==> src/rtl/fwvip_wb_core_pair.sv <==
// rtl/fwvip_wb_core_pair.sv - Wishbone classic initiator/target protocol-conversion pair
module fwvip_wb_core_pair #(
    parameter int ADDR_WIDTH = 32,
    parameter int DATA_WIDTH = 32,
    localparam int SEL_WIDTH = DATA_WIDTH / 8,
    localparam int REQ_WIDTH = ADDR_WIDTH + DATA_WIDTH + SEL_WIDTH + 1,
    localparam int RSP_WIDTH = DATA_WIDTH + 1
) (
    input  logic                  clock,
    input  logic                  reset,
    // initiator Wishbone master
    output logic [ADDR_WIDTH-1:0] i_adr,
    output logic [DATA_WIDTH-1:0] i_dat_w,
    output logic [SEL_WIDTH-1:0]  i_sel,
    output logic                  i_we,
    output logic                  i_cyc,
    output logic                  i_stb,
    input  logic [DATA_WIDTH-1:0] i_dat_r,
    input  logic                  i_ack,
    input  logic                  i_err,
    // initiator request / response
    input  logic [REQ_WIDTH-1:0]  ireq_dat,
    input  logic                  ireq_valid,
    output logic                  ireq_ready,
    output logic [RSP_WIDTH-1:0]  irsp_dat,
    output logic                  irsp_valid,
    input  logic                  irsp_ready,
    // target Wishbone slave
    input  logic [ADDR_WIDTH-1:0] t_adr,
    input  logic [DATA_WIDTH-1:0] t_dat_w,
    input  logic [SEL_WIDTH-1:0]  t_sel,
    input  logic                  t_we,
    input  logic                  t_cyc,
    input  logic                  t_stb,
    output logic [DATA_WIDTH-1:0] t_dat_r,
    output logic                  t_ack,
    output logic                  t_err,
    // target request / response
    output logic [REQ_WIDTH-1:0]  treq_dat,
    output logic                  treq_valid,
    input  logic                  treq_ready,
    input  logic [RSP_WIDTH-1:0]  trsp_dat,
    input  logic                  trsp_valid,
    output logic                  trsp_ready
);

    typedef enum logic [1:0] {I_IDLE, I_BUS, I_RSP} ist_t;
    typedef enum logic [1:0] {T_IDLE, T_REQ, T_RSP, T_ACK} tst_t;

    ist_t                  ist_q, ist_d;
    logic [ADDR_WIDTH-1:0] i_adr_q, i_adr_d;
    logic [DATA_WIDTH-1:0] i_dat_w_q, i_dat_w_d;
    logic [SEL_WIDTH-1:0]  i_sel_q, i_sel_d;
    logic                  i_we_q, i_we_d;
    logic                  i_cyc_q, i_cyc_d;
    logic [RSP_WIDTH-1:0]  irsp_dat_q, irsp_dat_d;
    logic                  irsp_valid_q, irsp_valid_d;

    tst_t                  tst_q, tst_d;
    logic [REQ_WIDTH-1:0]  treq_dat_q, treq_dat_d;
    logic                  treq_valid_q, treq_valid_d;
    logic [DATA_WIDTH-1:0] t_dat_r_q, t_dat_r_d;
    logic                  t_ack_q, t_ack_d;
    logic                  t_err_q, t_err_d;

    // Initiator state and registered master outputs
    always_ff @(posedge clock) begin
        if (reset) begin
            ist_q        <= I_IDLE;
            i_adr_q      <= '0;
            i_dat_w_q    <= '0;
            i_sel_q      <= '0;
            i_we_q       <= 1'b0;
            i_cyc_q      <= 1'b0;
            irsp_dat_q   <= '0;
            irsp_valid_q <= 1'b0;
        end else begin
            ist_q        <= ist_d;
            i_adr_q      <= i_adr_d;
            i_dat_w_q    <= i_dat_w_d;
            i_sel_q      <= i_sel_d;
            i_we_q       <= i_we_d;
            i_cyc_q      <= i_cyc_d;
            irsp_dat_q   <= irsp_dat_d;
            irsp_valid_q <= irsp_valid_d;
        end
    end

    // Initiator next state: accept request, run one bus cycle, return response
    always_comb begin
        ist_d        = ist_q;
        i_adr_d      = i_adr_q;
        i_dat_w_d    = i_dat_w_q;
        i_sel_d      = i_sel_q;
        i_we_d       = i_we_q;
        i_cyc_d      = i_cyc_q;
        irsp_dat_d   = irsp_dat_q;
        irsp_valid_d = irsp_valid_q;
        ireq_ready   = 1'b0;
        case (ist_q)
            I_IDLE: begin
                ireq_ready = 1'b1;
                if (ireq_valid) begin
                    i_adr_d   = ireq_dat[REQ_WIDTH-1 -: ADDR_WIDTH];
                    i_dat_w_d = ireq_dat[SEL_WIDTH+1 +: DATA_WIDTH];
                    i_we_d    = ireq_dat[SEL_WIDTH];
                    i_sel_d   = ireq_dat[SEL_WIDTH-1:0];
                    i_cyc_d   = 1'b1;
                    ist_d     = I_BUS;
                end
            end
            I_BUS: begin
                if (i_ack || i_err) begin
                    i_cyc_d      = 1'b0;
                    irsp_dat_d   = {i_dat_r, i_err};
                    irsp_valid_d = 1'b1;
                    ist_d        = I_RSP;
                end
            end
            I_RSP: begin
                if (irsp_ready) begin
                    irsp_valid_d = 1'b0;
                    ist_d        = I_IDLE;
                end
            end
            default: ist_d = I_IDLE;
        endcase
    end

    // Target state and registered slave outputs
    always_ff @(posedge clock) begin
        if (reset) begin
            tst_q        <= T_IDLE;
            treq_dat_q   <= '0;
            treq_valid_q <= 1'b0;
            t_dat_r_q    <= '0;
            t_ack_q      <= 1'b0;
            t_err_q      <= 1'b0;
        end else begin
            tst_q        <= tst_d;
            treq_dat_q   <= treq_dat_d;
            treq_valid_q <= treq_valid_d;
            t_dat_r_q    <= t_dat_r_d;
            t_ack_q      <= t_ack_d;
            t_err_q      <= t_err_d;
        end
    end

    // Target next state: capture bus cycle, wait for response, pulse ack/err once
    always_comb begin
        tst_d        = tst_q;
        treq_dat_d   = treq_dat_q;
        treq_valid_d = treq_valid_q;
        t_dat_r_d    = t_dat_r_q;
        t_ack_d      = t_ack_q;
        t_err_d      = t_err_q;
        trsp_ready   = 1'b0;
        case (tst_q)
            T_IDLE: begin
                if (t_cyc && t_stb) begin
                    treq_dat_d   = {t_adr, t_dat_w, t_we, t_sel};
                    treq_valid_d = 1'b1;
                    tst_d        = T_REQ;
                end
            end
            T_REQ: begin
                if (treq_ready) begin
                    treq_valid_d = 1'b0;
                    tst_d        = T_RSP;
                end
            end
            T_RSP: begin
                trsp_ready = 1'b1;
                if (trsp_valid) begin
                    t_dat_r_d = trsp_dat[RSP_WIDTH-1:1];
                    t_ack_d   = ~trsp_dat[0];
                    t_err_d   = trsp_dat[0];
                    tst_d     = T_ACK;
                end
            end
            T_ACK: begin
                t_ack_d = 1'b0;
                t_err_d = 1'b0;
                tst_d   = T_IDLE;
            end
            default: tst_d = T_IDLE;
        endcase
    end

    assign i_adr      = i_adr_q;
    assign i_dat_w    = i_dat_w_q;
    assign i_sel      = i_sel_q;
    assign i_we       = i_we_q;
    assign i_cyc      = i_cyc_q;
    assign i_stb      = i_cyc_q;
    assign irsp_dat   = irsp_dat_q;
    assign irsp_valid = irsp_valid_q;
    assign treq_dat   = treq_dat_q;
    assign treq_valid = treq_valid_q;
    assign t_dat_r    = t_dat_r_q;
    assign t_ack      = t_ack_q;
    assign t_err      = t_err_q;

endmodule

==> config.mk <==
export PLATFORM = sky130hd
export DESIGN_NAME = fwvip_wb_core_pair
export DESIGN_NICKNAME = d
export VERILOG_FILES = /design/src/rtl/fwvip_wb_core_pair.sv
export SDC_FILE = /design/constraint.sdc
export NUM_CORES = 1
export LEC_CHECK = 0
export CAP_MARGIN = 20
export CORE_AREA = 2 2 165 167
export DETAILED_ROUTE_END_ITERATION = 6
export DIE_AREA = 0 0 167 169
export GPL_TIMING_DRIVEN = 0
export PLACE_DENSITY_LB_ADDON = 0.12
export SYNTH_ARGS = -nofsm -noshare
export SYNTH_HDL_FRONTEND = slang
export SYNTH_SLANG_ARGS = --single-unit
==> constraint.sdc <==
create_clock -name clock -period 1.7 [get_ports clock]
set_input_delay 0.34 -clock clock [delete_from_list [all_inputs] [get_ports clock]]
set_output_delay 0.34 -clock clock [all_outputs]
set_load 0.01 [all_outputs]
==> tab_implementation.tex, run 1 <==
\begin{tabular}{lr}
\hline
Metric & Value \\
\hline
\multicolumn{2}{l}{\textbf{Status}} \\
Result of the run & completed \\
\multicolumn{2}{l}{\textbf{STA}} \\
Setup tns final & 0 ns \\
Slew Limit Headroom & 0.461 \\
Worst-case clock skew & between 0.004 and 0.005 ns \\
Minimum clock period & approximately 1.6 ns \\
Final setup violation count & 0 \\
RSZ-0062 raised after global routing & no \\
Final Hold Fails & 0 \\
Maximum operating frequency & 621 MHz \\
Final number of max-transition violations & 0 \\
Least-Margin Pin Slew & about 0.8 ns \\
Final worst slack & 0.0890 ns \\
Final Cycle Share & 0.948 \\
\multicolumn{2}{l}{\textbf{Clock network}} \\
Worst skew pair latency & 0.51 ns \\
H-tree lvl count & 1 \\
Clock transition at the register clock pins on the worst setup and hold paths after CTS & approximately 0.060 ns \\
Largest buffer count on any clock path & 3 \\
CTS tree & built \\
Clock buffers created by TritonCTS & 25 \\
Post-CTS Setup Inserts & 0 \\
Clock root buffer master & clkbuf\_16 \\
Number of clock sinks & 212 \\
\multicolumn{2}{l}{\textbf{Logic synthesis}} \\
Fraction of registers with async set or reset after synthesis & 0 \\
Synth area leaders & dfxtp\_1 56\%, nand2\_1 17\%, a21oi\_1 14\%, nand3\_1 2.3\%, o21ai\_0 2.2\% \\
Dominant synthesized flop cell & dfxtp\_1 \\
Synthesized flop and latch total & 212 \\
Post-Syn Nets & $\sim$1200 \\
Leading cell type by number of instances after synthesis & nand2\_1 \\
Total number of yosys warnings & 0 \\
Post-Synthesis Cell Area & about 0.0076 sq mm \\
Share of synthesized area occupied by flip-flops and latches & 0.558 \\
Synth Area per Inst & 8.01 sq um \\
Yosys top cell area share & 0.558 \\
Top cells by count, synth & 347 x nand2\_1, 212 x dfxtp\_1, 207 x a21oi\_1 \\
Synth cell types & 30 \\
EDFF count, synth & 0 \\
Synthesized netlist cell count & 950 \\
Biggest area consumer among synthesized cells & dfxtp\_1 \\
\multicolumn{2}{l}{\textbf{Finish}} \\
Share of post-route cells with drive strength above 1 & 0.0573 \\
Area grow syn2layout & 68.0\% \\
Final design area excluding fillers & 0.0128 sq mm \\
Final net count & 1615 \\
\multicolumn{2}{l}{\textbf{Die}} \\
Die height & 169 um \\
Ports placed on the boundary & 424 \\
Horizontal extent of the die & approximately 170 um \\
Placeable core area & between 0.02 and 0.03 sq mm \\
Area enclosed by the die boundary & 0.0282 sq mm \\
Initial standard-cell utilization of the core & 0.287 \\
Standard-cell row count & 60 \\
\multicolumn{2}{l}{\textbf{Global route}} \\
Vias in the first global route & 7508 \\
Overall track demand over capacity in global routing & 0.189 \\
Initial antenna violation count & 2 \\
Total congestion overflow & 0 \\
Pin count of the biggest net entering global routing & 20 \\
Global-route wire length before repair & 42500 um \\
\multicolumn{2}{l}{\textbf{Detailed routing}} \\
Vias per std cell & 4.48 \\
DRC & 0 \\
Antenna-violating nets left & 0 \\
Number of search-and-repair iterations in the first detailed-routing pass & 6 \\
Total wirelength of the detailed-routed design & 28400 um \\
Per-cell routed wire length & 16.2 um \\
Vias & 7864 \\
Number of DRC markers after the initial detailed-route iteration & 435 \\
\multicolumn{2}{l}{\textbf{Pwr}} \\
Power Density & 1070 mW/mm\^{}2 \\
Maximum resistive drop on vdd & 0.729 mV \\
Leakage Power & 0.00556 uW \\
\multicolumn{2}{l}{\textbf{Critical path}} \\
Arrival time reported for the critical path endpoint & 1.27 ns \\
Critical path data required time & 1.36 ns \\
Class of the most critical setup path & flop to output port \\
Maximum fanout count along the critical path & 6 \\
Endpoint type of the worst setup path & output port \\
Crit start category & flop \\
\multicolumn{2}{l}{\textbf{Place}} \\
Port Buf Inserts & 422 \\
Weighted congestion at the end of routability-driven global placement & 0.775 \\
Worst-case setup slack after placement & -0.399 ns \\
Total cell area at the placement stage & between 0.01 and 0.015 sq mm \\
Final HPWL from detailed placement & 21100 um \\
\multicolumn{2}{l}{\textbf{Hold path}} \\
Worst hold path type & primary input to flop \\
\multicolumn{2}{l}{\textbf{Run}} \\
Total of max-cap violations & 0 \\
\hline
\end{tabular}
[state kept, by name (all words and copies together) (netlist names), 2 cells and up]
| name | flops |
|---|---|
| i_adr | 32 |
| ist_q | 2 |
| tst_q | 2 |
| irsp_dat | 33 |
| i_sel | 4 |
| treq_dat | 69 |
| i_dat_w | 32 |
| t_dat_r | 32 |
[kinds of logic (layout without fill, tap and decap cells)]
kind of cell    after synthesis  in the layout  synth area share
buf+inv                      81            544            0.0546
simple gates                403            403             0.212
fa+ha+maj                     5              5           0.00822
other cells                   0              1                 0
mux                           3              3           0.00395
flops                       212            212             0.558
compound gates              246            246             0.164
[path summary, 6_finish.rpt]
kind / from / endpoint / slack (ns) / depth (start not counted)
worst max-delay path: tst_q[0] / trsp_ready / 0.09 / 3
worst min-delay path: reset / tst_q[1] / 0.28 / 3
worst max register to register: tst_q[0] / t_dat_r[20] / 0.14 / 6
worst min register to register: treq_dat[64] / treq_dat[64] / 0.45 / 2
[cell type report]
| type | count | area, sq um |
|---|---|---|
| sequential | 212 | 4250 |
| timing repair buffer | 422 | 3950 |
| clock inverter | 3 | 40.0 |
| fill | 2759 | 13700 |
| clock buffer | 40 | 732 |
| antenna | 1 | 2.50 |
| multi-input combinational | 657 | 2980 |
| buffer | 75 | 392 |
| inverter | 4 | 15.0 |
| tap | 341 | 427 |
[cells in the final DEF, fill, tap and decap left out, types with 2 or more instances in the layout]
master           synthesis  final
a21oi_1                207    207
clkdlybuf4s50_1          0    211
o21ai_0                 34     34
nand3_1                 35     34
nor2b_1                  3      3
clkinv_2                 0      2
clkbuf_8                 0      5
buf_6                    9      9
clkbuf_1                39     47
dfxtp_1                212    208
or3b_1                   2      2
nor2_1                   3      3
dlygate4sd2_1            0    209
buf_2                   23     22
clkbuf_16                0     25
ha_1                     5      3
dfxtp_2                  0      4
nand2b_1                 3      3
mux2i_1                  3      3
clkbuf_2                 0      2
nor3_1                   3      3
buf_1                    2      3
buf_4                    4      3
nand2_1                347    347
inv_1                    4      3
[worst max-delay path: stages (launching register included)]
cell and delay (ns):
dfxtp_2 0.34, inv_2 0.10, ha_4 0.17, buf_2 0.15
[what timing repair did]
item / CTS / global route
hold endpoints to repair: 0 / 0
pin swaps: 0 / 0
gates cloned: 0 / 0
hold buffers: 0 / 0
resized for setup: 223 / 7
endpoints found under the setup margin: 301 / 82
[per-stage QoR]
step	hold WS [ns]	total power (uW)	util	instances
global route	0.332	14400	0.482	1755
floorplan	0.476	7170	-	950
detailed placement	0.445	8990	0.463	1713
global placement	0.441	8960	0.463	1713
finish	0.277	13700	0.482	1755
CTS	0.256	13900	0.482	1755
[per-layer routing]
layer | global-route usage | vias to the layer above | part of all wire
met5 | 0 | - | 0
met4 | 0.0532 | 0 | 0.024
met3 | 0.0722 | 40 | 0.097
met2 | 0.323 | 294 | 0.47
met1 | 0.222 | 3513 | 0.41
li1 | - | 4017 | -
[power breakdown]
part	switching, uW	leakage, uW	internal [uW]
logic	1530	0.00345	1370
registers	225	0.00173	5430
clock network	2060	0.000378	3070
total	3820	0.00556	9870
Power figures use the tool's default switching activity.
==> run 2: changes to the inputs <==
- TNS_END_PERCENT: default -> 30
- clock period: 1.7 -> 1.4 ns (I/O delays scaled with it)
==> run 2 against run 1 <==
Sequential cell count stayed put. Worst hold slack lost 0.10 ns. Largest power group unchanged. Clock-buffer cell count decreased by 5. The run now ends with setup timing left. Critical path depth unchanged. Clock power grew 28%. Sequential power is 23% higher. Die area stayed put. Utilization up 2.8 points. Clock skew up 0.0061 ns. Critical endpoint unchanged.
==> tab_implementation.tex, run 2 (synthesis results as in run 1) <==
\begin{tabular}{lr}
\hline
Metric & Value \\
\hline
\multicolumn{2}{l}{\textbf{Finish}} \\
Final net count & around 1600 \\
Final design area excluding fillers & 0.0135 sq mm \\
Share of post-route cells with drive strength above 1 & 0.360 \\
Flip-flop count of the largest register after layout & 69 \\
Diode count & 0 \\
Leading cell type in the layout, fill and taps excluded & nand2\_1 \\
Commonest cells after routing, fill and taps aside & 286 x nand2\_1, 211 x clkdlybuf4s50\_1, 166 x dfxtp\_1 \\
Area grow syn2layout & 77.9\% \\
\multicolumn{2}{l}{\textbf{STA}} \\
Final setup violation count & 87 \\
Worst-case clock skew & 0.0108 ns \\
Final worst slack & -0.0962 ns \\
Worst hold margin & 0.176 ns \\
Slew Limit Headroom & 0.488 \\
RSZ-0062 raised after global routing & yes \\
Minimum clock period & 1.50 ns \\
Final number of max-transition violations & 0 \\
Final Hold Fails & 0 \\
Least-Margin Pin Slew & 0.767 ns \\
Final Cycle Share & 1.07 \\
Maximum operating frequency & 668 MHz \\
\multicolumn{2}{l}{\textbf{Detailed routing}} \\
Vias per std cell & 4.60 \\
Number of DRC markers after the initial detailed-route iteration & 362 \\
Per-cell routed wire length & 16.8 um \\
Antenna-violating nets left & 0 \\
Number of search-and-repair iterations in the first detailed-routing pass & 4 \\
Total wirelength of the detailed-routed design & about 30000 um \\
Vias & 8181 \\
DRC & 0 \\
\multicolumn{2}{l}{\textbf{Pwr}} \\
Leakage Power & 0.00556 uW \\
Maximum resistive drop on vdd & 0.715 mV \\
Power Density & 1320 mW/mm\^{}2 \\
\multicolumn{2}{l}{\textbf{Die}} \\
Standard-cell row count & 60 \\
Horizontal extent of the die & 167 um \\
Placeable core area & 0.0265 sq mm \\
Area enclosed by the die boundary & around 0.028 sq mm \\
Die height & 169 um \\
Ports placed on the boundary & around 420 \\
Initial standard-cell utilization of the core & 0.287 \\
\multicolumn{2}{l}{\textbf{Place}} \\
Port Buf Inserts & 422 \\
Total cell area at the placement stage & 0.0123 sq mm \\
Final HPWL from detailed placement & 21400 um \\
Weighted congestion at the end of routability-driven global placement & 0.777 \\
\multicolumn{2}{l}{\textbf{Global route}} \\
Pin count of the biggest net entering global routing & 13 \\
Overall track demand over capacity in global routing & 0.196 \\
Vias in the first global route & 7947 \\
Initial antenna violation count & 0 \\
Total congestion overflow & 0 \\
Global-route wire length before repair & about 44000 um \\
\multicolumn{2}{l}{\textbf{Critical path}} \\
Arrival time reported for the critical path endpoint & around 1.2 ns \\
Class of the most critical setup path & flop to output port \\
Critical path data required time & between 1 and 1.5 ns \\
Endpoint type of the worst setup path & output port \\
Maximum fanout count along the critical path & 6 \\
Crit start category & flop \\
\multicolumn{2}{l}{\textbf{Clock network}} \\
Clock root buffer master & clkbuf\_16 \\
Clock buffers created by TritonCTS & 25 \\
CTS tree & built \\
Hold-fix buffers at CTS & 0 \\
Number of clock sinks & 212 \\
H-tree lvl count & 1 \\
Largest buffer count on any clock path & 3 \\
Worst skew pair latency & 0.52 ns \\
Clock transition at the register clock pins on the worst setup and hold paths after CTS & 0.06 ns \\
\multicolumn{2}{l}{\textbf{Hold path}} \\
Worst hold path type & primary input to flop \\
\multicolumn{2}{l}{\textbf{Run}} \\
Total of max-cap violations & 0 \\
\multicolumn{2}{l}{\textbf{Status}} \\
Violations in the final reports & setup timing \\
Result of the run & finished with violations \\
\hline
\end{tabular}
-- run 2: cell types whose count changed in the layout (fill, tap and decap cells not counted), moves of 10 or more --
cell,before,now
nand2_1,347,286
clkbuf_2,2,78
a21oi_2,1,72
dfxtp_2,4,41
buf_8,0,14
nand2_4,0,43
clkdlybuf4s15_2,0,28
nand2_2,0,18
clkbuf_1,47,25
dfxtp_1,208,166
buf_2,22,122
a21oi_1,207,136
dlygate4sd2_1,209,0
buf_4,3,13
-- run 2: metal layers --
layer / share of wire / vias up / routed length (um) / track usage
met4: 0.027 / 0 / 801 / 0.0592
met5: 0 / - / 0 / 0
met1: 0.39 / 3777 / 11700 / 0.224
li1: - / 4068 / - / -
met2: 0.49 / 287 / 14700 / 0.343
met3: 0.092 / 49 / 2760 / 0.0713
-- run 2: power by group --
part,switching [uW],internal [uW]
clock,2610,3970
sequential,355,6630
combinational,2160,2180
-- run 2: layout make-up --
| type | instances | area, sq um |
|---|---|---|
| Buffer | 73 | 538 |
| Clock buffer | 35 | 723 |
| Clock inverter | 11 | 113 |
| Fill cell | 2656 | 13000 |
| Inverter | 4 | 20.0 |
| Multi-Input combinational cell | 659 | 3680 |
| Sequential cell | 212 | 4310 |
| Tap cell | 341 | 427 |
| Timing Repair Buffer | 443 | 3720 |
-- run 2: critical path, stage by stage (launching register included) --
cell and delay [ns]:
dfxtp_4 0.36, inv_4 0.04, ha_4 0.17, buf_6 0.13
-- run 2: path summary, 6_finish.rpt --
| check | slack (ns) | to | depth (start not counted) | startpoint |
|---|---|---|---|---|
| hold / removal | 0.18 | tst_q[1] | 3 | reset |
| hold reg to reg | 0.45 | t_dat_r[8] | 2 | t_dat_r[8] |
| setup reg to reg | -0.04 | i_adr[21] | 5 | ist_q[0] |
| setup / recovery | -0.1 | trsp_ready | 3 | tst_q[0] |
-- run 2: per-stage QoR --
step,cells,setup slack (ns),utilization,power (uW),setup TNS (ns)
floorplan,950,0.00319,-,8710,0
global placement,1713,-0.597,0.463,10900,-89.93
detailed placement,1713,-0.681,0.463,11000,-94.82
CTS,1765,-0.148,0.501,17700,-3.96
global route,1778,-0.152,0.511,18800,-6.46
finish,1778,-0.0962,0.511,17900,-1.16
-- run 2: what timing repair did --
action	CTS	global route
gates cloned	0	11
gates resized for setup	672	417
setup endpoints to repair	404	356
pin swaps	4	98
buffers inserted	7	5
==> run 3: changes to the inputs <==
- SKIP_LAST_GASP: default -> 1
==> run 3 against run 2 <==
The run still ends with setup timing left. Combinational power rose by 2%. Critical path type is now flop to flop. Via count shrank 0.62%. Power increased by 0.21%. Worst hold slack got worse by 0.0074 ns. Utilization grew 1.7 points. Largest cell class is now buffers. Maximum frequency fell by 1.1%. Largest power group unchanged.
==> tab_implementation.tex, run 3 (synthesis results as in run 1) <==
\begin{tabular}{lr}
\hline
Metric & Value \\
\hline
\multicolumn{2}{l}{\textbf{Status}} \\
Result of the run & finished with violations \\
Violations in the final reports & setup timing \\
\multicolumn{2}{l}{\textbf{Place}} \\
Total cell area at the placement stage & about 0.012 sq mm \\
Cell Count Post-Placement & roughly 1700 \\
Final HPWL from detailed placement & around 21000 um \\
Weighted congestion at the end of routability-driven global placement & 0.777 \\
Port Buf Inserts & 422 \\
Worst-case setup slack after placement & -0.681 ns \\
\multicolumn{2}{l}{\textbf{Detailed routing}} \\
Vias per std cell & $\sim$4.6 \\
Antenna-violating nets left & 0 \\
Met2 WL & 14800 um \\
DRC & 0 \\
Number of DRC markers after the initial detailed-route iteration & 321 \\
Detailed-routed wire length on met3 & 2800 um \\
Vias & 8130 \\
Per-cell routed wire length & 16.9 um \\
Post-Route M1 WL & $\sim$12000 um \\
Total wirelength of the detailed-routed design & 30100 um \\
Uppermost routed layer & met4 \\
Number of search-and-repair iterations in the first detailed-routing pass & 6 \\
\multicolumn{2}{l}{\textbf{Finish}} \\
Area grow syn2layout & 83.8\% \\
Number of standard cells in the layout, taps in and fillers out & 1781 \\
Final net count & 1639 \\
Leading cell type in the layout, fill and taps excluded & nand2\_1 \\
Commonest cells after routing, fill and taps aside & 309 x nand2\_1, 211 x clkdlybuf4s50\_1, 195 x dfxtp\_1 \\
Flip-flop count of the largest register after layout & 69 \\
Final design area excluding fillers & 0.0140 sq mm \\
Diode count & 0 \\
Layout filler cell count & 2621 \\
Share of post-route cells with drive strength above 1 & 0.233 \\
\multicolumn{2}{l}{\textbf{Global route}} \\
Global-route wire length before repair & roughly 44000 um \\
Pin count of the biggest net entering global routing & 13 \\
Vias in the first global route & 7954 \\
Total congestion overflow & 0 \\
Overall track demand over capacity in global routing & 0.196 \\
Initial antenna violation count & 0 \\
\multicolumn{2}{l}{\textbf{Critical path}} \\
Crit start category & flop \\
Maximum fanout count along the critical path & 8 \\
Critical-path cell with the highest stage delay & or3b\_4 \\
Delay contributed by the slowest stage of the critical path & 0.42 ns \\
Arrival time reported for the critical path endpoint & 1.89 ns \\
Endpoint type of the worst setup path & flop \\
Class of the most critical setup path & flop to flop \\
Cell chain of the critical path & buf\_6 -> or3b\_4 -> buf\_12 -> clkbuf\_16 -> nand2\_1 -> a21oi\_1 \\
Critical path data required time & 1.78 ns \\
\multicolumn{2}{l}{\textbf{Pwr}} \\
Design internal power & 12900 uW \\
Part of the power in combinational logic & 0.246 \\
Share of total power in the clock network & 0.367 \\
Power Density & 1280 mW/mm\^{}2 \\
Maximum resistive drop on vdd & between 0.7 and 0.8 mV \\
Leakage Power & 0.00575 uW \\
Tot Pwr & 18000 uW \\
Share of power burned in registers & 0.387 \\
Switching Share & 0.283 \\
Net switching power of the design & 5070 uW \\
\multicolumn{2}{l}{\textbf{STA}} \\
Final Cycle Share & 1.08 \\
Minimum clock period & 1.51 ns \\
Final number of max-transition violations & 0 \\
Maximum operating frequency & 661 MHz \\
Slew Limit Headroom & 0.460 \\
Final Hold Fails & 0 \\
Worst-case clock skew & 0.0127 ns \\
Final worst slack & -0.113 ns \\
Least-Margin Pin Slew & 0.810 ns \\
Final setup violation count & 185 \\
RSZ-0062 raised after global routing & yes \\
\multicolumn{2}{l}{\textbf{Clock network}} \\
Clock root buffer master & clkbuf\_16 \\
Number of clock sinks & 212 \\
Largest buffer count on any clock path & 3 \\
Worst skew pair latency & $\sim$0.52 ns \\
Clock transition at the register clock pins on the worst setup and hold paths after CTS & approximately 0.060 ns \\
Hold-fix buffers at CTS & 0 \\
CTS tree & built \\
Clock buffers created by TritonCTS & 25 \\
H-tree lvl count & 1 \\
\multicolumn{2}{l}{\textbf{Die}} \\
Ports placed on the boundary & 424 \\
Die height & roughly 170 um \\
Placeable core area & approximately 0.027 sq mm \\
Area enclosed by the die boundary & 0.0282 sq mm \\
Horizontal extent of the die & 167 um \\
Initial standard-cell utilization of the core & 0.287 \\
Standard-cell row count & 60 \\
\multicolumn{2}{l}{\textbf{Run}} \\
Total of max-cap violations & 0 \\
\multicolumn{2}{l}{\textbf{Hold path}} \\
Worst hold path type & primary input to flop \\
\hline
\end{tabular}
==> run 3: cell count changes in the layout (fill, tap and decap cells not counted), sizes merged <==
cell	change
clkbuf	-53
dlygate4sd2	+100
buf	-84
clkdlybuf4s15	+42
or3b	-2
==> run 3: routing by layer <==
layer  GRT usage  vias up
met1       0.224     3730
met3      0.0715       47
met4      0.0592        0
met2       0.344      288
li1            -     4065
met5           0        -
==> run 3: worst paths after layout <==
path,endpoint,cells past startpoint,slack [ns],from
worst min-delay path,tst_q[1],3,0.17,reset
worst max-delay path,i_adr[24],6,-0.11,ist_q[0]
worst max register to register,i_adr[24],6,-0.11,ist_q[0]
worst min register to register,i_adr[3],2,0.45,i_adr[3]
==> run 3: worst max-delay path, delay by kind of cell (launching register included) <==
kind / cells / cell delay [ns]
AO/OA/AOI/OAI: 1 / 0.06
AND/OR/NAND/NOR: 2 / 0.48
buffers and inverters: 3 / 0.45
flip-flops: 1 / 0.37
==> run 3: final cells by class <==
cell class,instances,area [sq um],share of cell area
sequential,212,4280,0.306
multi-input combinational,657,3440,0.246
clock buffer,35,723,0.0517
inverter,4,20.0,0.00143
clock inverter,11,113,0.00805
tap,341,427,0.0305
buffer,74,542,0.0387
timing repair buffer,447,4440,0.318
==> run 3: per-stage QoR <==
step	setup TNS, ns	hold slack [ns]	utilization
global placement	-89.93	0.441	0.463
global route	-28.93	0.223	0.528
finish	-10.98	0.169	0.528
detailed placement	-94.82	0.445	0.463
CTS	-20.00	0.155	0.493
floorplan	0	0.416	-
==> run 3: what timing repair did <==
item | in CTS | in global routing
gates resized for setup | 517 | 187
endpoints found under the setup margin | 404 | 363
pin swaps | 2 | 72
setup buffers | 7 | 5
cloned | 0 | 13
==> run 3: power by group through the flow <==
stage	clock [uW]	sequential [uW]	combinational, uW
4_1_cts	6800	6920	3830
3_5_place_dp	0	7030	3930
6_report	6590	6950	4410
3_3_place_gp	0	7000	3920
2_1_floorplan	0	7240	1470
5_1_grt	7060	7030	4790
